[src/rtl/counter_snapshot_fifo.sv]
// rtl/counter_snapshot_fifo.sv - timestamp capture FIFO with drop counting and count monotonicity check
module counter_snapshot_fifo #(
    parameter int WIDTH = 64,
    parameter int DEPTH = 4,
    parameter int DROPW = 8
) (
    input  logic                     clk,
    input  logic                     rst,
    input  logic [WIDTH-1:0]         count_in,
    input  logic                     event_in,
    output logic                     out_valid,
    input  logic                     out_ready,
    output logic [WIDTH-1:0]         out_data,
    output logic [$clog2(DEPTH):0]   out_level,
    output logic [DROPW-1:0]         drop_count,
    output logic                     overflow,
    output logic                     mono_err
);

    localparam int PW = $clog2(DEPTH);
    localparam logic [PW:0] FULL_LEVEL = (PW + 1)'(DEPTH);

    logic [WIDTH-1:0] mem [DEPTH];
    logic [PW-1:0]    rd_ptr;
    logic [PW-1:0]    wr_ptr;
    logic [PW:0]      level;
    logic             full;
    logic             push;
    logic             pop;
    logic             drop;
    logic             past_valid;
    logic [WIDTH-1:0] past_count;
    logic             drop_count_max;

    // A pop frees a slot on the same edge, so a full FIFO still accepts a capture then.
    assign out_valid = (level != '0);
    assign pop       = out_valid && out_ready;
    assign full      = (level == FULL_LEVEL);
    assign push      = event_in && (!full || pop);
    assign drop      = event_in && full && !pop;
    assign out_data  = mem[rd_ptr];
    assign out_level = level;
    assign drop_count_max = &drop_count;

    always_ff @(posedge clk) begin
        if (push && !rst) begin
            mem[wr_ptr] <= count_in;
        end
    end

    always_ff @(posedge clk) begin
        if (rst) begin
            rd_ptr <= '0;
            wr_ptr <= '0;
            level  <= '0;
        end else begin
            if (push) begin
                wr_ptr <= wr_ptr + PW'(1);
            end
            if (pop) begin
                rd_ptr <= rd_ptr + PW'(1);
            end
            if (push && !pop) begin
                level <= level + (PW + 1)'(1);
            end else if (pop && !push) begin
                level <= level - (PW + 1)'(1);
            end
        end
    end

    always_ff @(posedge clk) begin
        if (rst) begin
            drop_count <= '0;
            overflow   <= 1'b0;
        end else if (drop) begin
            overflow <= 1'b1;
            if (!drop_count_max) begin
                drop_count <= drop_count + DROPW'(1);
            end
        end
    end

    // The first edge after reset only seeds past_count; checking starts one edge later.
    always_ff @(posedge clk) begin
        if (rst) begin
            past_valid <= 1'b0;
            past_count <= '0;
            mono_err   <= 1'b0;
        end else begin
            past_valid <= 1'b1;
            past_count <= count_in;
            if (past_valid && (count_in != past_count + WIDTH'(1))) begin
                mono_err <= 1'b1;
            end
        end
    end

endmodule

[config.mk]
export PLATFORM = sky130hd
export DESIGN_NAME = counter_snapshot_fifo
export DESIGN_NICKNAME = d
export VERILOG_FILES = /design/src/rtl/counter_snapshot_fifo.sv
export SDC_FILE = /design/constraint.sdc
export NUM_CORES = 1
export LEC_CHECK = 0
export CAP_MARGIN = 10
export CORE_AREA = 2 2 222 224
export CTS_BUF_LIST = sky130_fd_sc_hd__clkbuf_4
export CTS_CLUSTER_DIAMETER = 200
export DETAILED_ROUTE_END_ITERATION = 7
export DIE_AREA = 0 0 224 226
export PLACE_DENSITY = 0.57
export RECOVER_POWER = 100
export SYNTH_ARGS = -nofsm -noshare
export SYNTH_HDL_FRONTEND = slang
export SYNTH_SLANG_ARGS = --single-unit
[constraint.sdc]
create_clock -name clk -period 4.2 [get_ports clk]
set_input_delay 0.84 -clock clk [delete_from_list [all_inputs] [get_ports clk]]
set_output_delay 0.84 -clock clk [all_outputs]
set_load 0.005 [all_outputs]
Yosys cells after proc, flatten, opt, wreduce, memory -nomap -nowiden. Memories as Yosys holds them, arrays and structs flattened. A register that Yosys moved wholly into a read port is not among the register bits. Index checks and enable logic that the tools add are counted.

Bits in registers: 82. Bits in writable memories: 256. Input bits: 68. Word-level logic and storage cells: 42. Memories: 1.

Add/subtract/negate cells: 6. Equality and inequality tests: 2. Muxes and demuxes: 7. Bitwise gates (word level): 1. Reductions and logical operators: 17.

Memories: mem (depth 4, width 64, read ports 1, clocked after Yosys merged registers in 1, write ports 1, line 23) `logic [WIDTH-1:0] mem [DEPTH];`.

Operators by type and width (number): adder 64 x 1 -> 64 bit (second input constant) (1); inequality test 64 bit (1); adder 8 x 1 -> 8 bit (second input constant) (1); logical AND 1 bit (8); AND reduction 8 bit (1); two-way mux 3 bit (2); adder 2 x 1 -> 2 bit (second input constant) (2); logical NOT 1 bit (4); two-way mux 2 bit (2); adder 3 x 1 -> 3 bit (second input constant) (1); equality test 3 bit (second input constant) (1); two-way mux 1 bit (3); nonzero test 3 bit (1); subtractor 3 x 1 -> 3 bit (second input constant) (1); AND reduction 2 bit (1); nonzero test 2 bit (1); logical OR 1 bit (1); inverter 1 bit (1).

Depth between registers and ports, before layout.
Word-level depth: 8. Gate-level depth with buffers: 11. Depth with buffers taken out: 9.

Worst setup path before layout. Ideal clock, no wire load.

Path kind: input port to flip-flop. Start point: in out_ready. End point: mem mem[0][0], enable pin. Arrival: 2.796 ns. Path slack: 0.975 ns. Stages on the path: 4. Path buffers: 0. Cell sequence: nor4b_1 nand2b_1 nor2_1 and2_1.

Cells in the longest elaborated chain, start to end: 6.

RTL lines: from (decl) (line 12) `input logic out_ready,`; logical AND 1 bit (line 37) `assign pop = out_valid && out_ready;`; logical OR 1 bit (line 39) `assign push = event_in && (!full || pop);`; logical AND 1 bit (line 39); logical AND 1 bit (line 46) `if (push && !rst) begin`; two-way mux 1 bit (line 46); two-way mux 1 bit (implied by the code) (line 47) `mem[wr_ptr] <= count_in;`; to (decl) (line 23).

Every way passes these cells.

Worst setup path after layout.
Start point: reg past_count[9]. End point: reg mono_err.

Cells in the longest elaborated chain, start to end: 3.

RTL lines: from (decl) (line 32) `logic [WIDTH-1:0] past_count;`; from (signal assigned) (line 91) `past_count <= count_in;`; adder 64 x 1 -> 64 bit (line 92) `if (past_valid && (count_in != past_count + WIDTH'(1))) begin`; inequality test 64 bit (line 92); logical AND 1 bit (line 92); to (signal assigned) (line 88) `mono_err <= 1'b0;`; to (signal assigned) (line 93) `mono_err <= 1'b1;`; to (decl) (line 17) `output logic mono_err`.

Every way passes these cells. A chain may end at the register's enable or synchronous reset.

==> flow_metrics.tcl <==
set metrics [dict create \
    status "finished, violations left" \
    violations "capacitance limit, slew limit" \
    grt_pass1_wl_microns 55000 \
    postRouteAntennaNets 0 \
    vias 8958 \
    fmax_ghz 0.267 \
    dieArea_sq_um 50600 \
    initial_core_util_pct 29.6 \
    peakVddDrop_mv 0.434 \
    drcViolationCount 0 \
    synth_area_leaders "edfxtp_1, dfxtp_1, mux4_2" \
    yosys_register_bits 340 \
    grt_max_degree 83 \
    setup_slack_ns 0.451 \
    dpl_worst_slack_ns 0.420 \
    period_share_pct 89.3 \
    antenna_found_initial 9 \
    tns_ns 0 \
    final_layout_size_suffix_gt1_share_pct 19.1 \
    p_leak_uw 0.00577 \
    cts.sink_count 340 \
    synthTopCellsByCount "edfxtp_1, dfxtp_1, mux4_2, nor2b_1, xnor2_1" \
    cts.reportedPaths.clkPinSlew_ns 0.06 \
    die_h_microns 226 \
    hold_class "reg -> reg" \
    syn_avg_cell_area_sq_um 15.2 \
    coreArea_sq_um 48300 \
    ys.flop_type "edfxtp_1" \
    cts_setup_buffers 0 \
    max_cap_viol_count 5 \
    area_growth_pct 24.1 \
    viasPerCell 4.84 \
    grt_usage_pct 14.5 \
    start_kind "flop" \
    synthesis.area_sq_um 14300 \
    finish.utilization_pct 36.7 \
    rows 81 \
    setup_viol 0 \
    startpoint "past_count[9]" \
    skew_ns 0.0460 \
    wl_per_cell_microns 19.4 \
    fin_cells 1852 \
    overflow 0 \
    synth_top_cell_area_share_pct 53.8 \
    drt-initial-drc-count 392 \
    synth_edf_count 256 \
    htree_levels 3 \
    cts.repair.resized 0 \
    reg2regPathDepth 8 \
    p_per_area_nw_per_um2 487 \
    setup.worst_path.end "mono_err" \
    hold_viol 0 \
    path_class "reg -> reg" \
    r2r-end "mono_err" \
    crit_path_end_kind "flop" \
    placed_cells 1686 \
    grt_pass1_vias 9317 \
    timing.hold.ws_ns 0.476 \
    r2r_slack_ns 0.45 \
    slew_headroom_pct -152 \
    drt-pass1-iter-count 5 \
    cts_tree "done" \
    synth-async-reset-ratio_pct 0 \
    gp_congestion 0.861 \
    ios 146 \
    die_w_microns 224 \
    io_buffers 145 \
    clk_path_buf_depth 3 \
    min_period_ns 3.75 \
    synth.most_common_cell "edfxtp_1" \
    ctsHoldBuffers 0 \
    tightestPinTransition_ns 3.78 \
    seq_area_frac_synth_pct 65.5 \
    clockRootBuffer "clkbuf_4" \
    cp_max_fo 12 \
    cp.required_ns 4.84 \
    syn_nets 1015 \
    dp_hpwl_microns 23800 \
    rsz0062_at_grt "no" \
    clock_latency_ns 0.76 \
    drt_wl_total_microns 36000 \
    cp.arrival_ns 4.39 \
    r2r_start "past_count[9]" \
    n_fill_cell 4648 \
    synth_top_area_cell "edfxtp_1" \
    synth_warnings 0 \
    postSynthCellCount 939 \
    cts_buffers 90 \
    nets 1232 \
    report.final.slew_viol_count 226 \
    yosysUniqueCellTypes 58 \
]
[report_power, final]
group,leakage [uW],switching [uW],internal (uW)
clock network,0.000735,1330,1710
registers,0.00302,96.6,3810
logic,0.00201,782,921
[registers in the layout, indices dropped and copies added, names as in the netlist, named ones only]
register / flops
drop_count: 8
past_valid: 1
rd_ptr: 2
wr_ptr: 2
past_count: 64
mem: 256
overflow: 1
out_level: 3
mono_err: 1
[per-stage QoR]
stage / instance area (sq um) / power, uW
4_1_cts: 17800 / 8950
3_3_place_gp: 16500 / 5830
6_report: 17700 / 8640
2_1_floorplan: 14300 / 4890
5_1_grt: 17700 / 9120
3_5_place_dp: 16500 / 5840
[logic make-up (layout without fill, tap and decap cells)]
family          count (synthesis)  after routing  synth area share [%]
flops                         340            340                  65.5
simple gates                  310            310                  12.9
xor+xnor                       95             95                  5.82
mux                            72             72                  10.6
compound gates                 67             67                  3.11
buf+inv                        47            335                  1.27
fa+ha+maj                       8              8                 0.753
other cells                     0              3                     0
[routing by layer]
metal	share of wire [%]	GRT usage [%]	routed length, microns
met5	0.18	0	63
met2	47	22.9	16900
met1	45	18.9	16300
met4	1.8	5.38	641
met3	6.0	4.24	2160
[worst min path at each step]
stage                     startpoint        to  slack, ns  cells past startpoint
after CTS                   overflow  overflow       0.49                      2
final                       overflow  overflow       0.48                      2
after detailed placement    overflow  overflow       0.47                      2
after floorplan             overflow  overflow       0.46                      2
after global routing        overflow  overflow       0.50                      2
after global placement      overflow  overflow       0.46                      2
[critical path, stage by stage, from the launching register on]
cell,delay (ns)
dfxtp_1,0.38
nand3_1,0.32
or4_1,0.76
or4_1,0.65
or4_1,0.54
a2111oi_0,0.43
nand4_1,0.15
nor4_1,0.29
a21oi_1,0.10
[area by class of cell]
cell class                 count  area, sq um  share of cell area [%]
timing repair buffer         161         1560                    8.78
clock buffer                 141         1060                    5.97
inverter                      11         41.3                   0.233
clock inverter                22          173                   0.973
sequential                   340         9370                    52.8
antenna                        3         7.51                  0.0423
multi-input combinational    552         4750                    26.8
tap                          622          778                    4.39
[placed cells by master (no fill, tap or decap), drive strengths merged, types with 31 or more instances in the layout]
master       instances
mux4                64
edfxtp             256
dfxtp               84
clkbuf             152
xor2                31
nand2               32
dlygate4sd3        141
nand4               35
nor2                34
nor2b               64
xnor2               64
Note: power is estimated with default switching activity, not from simulation.
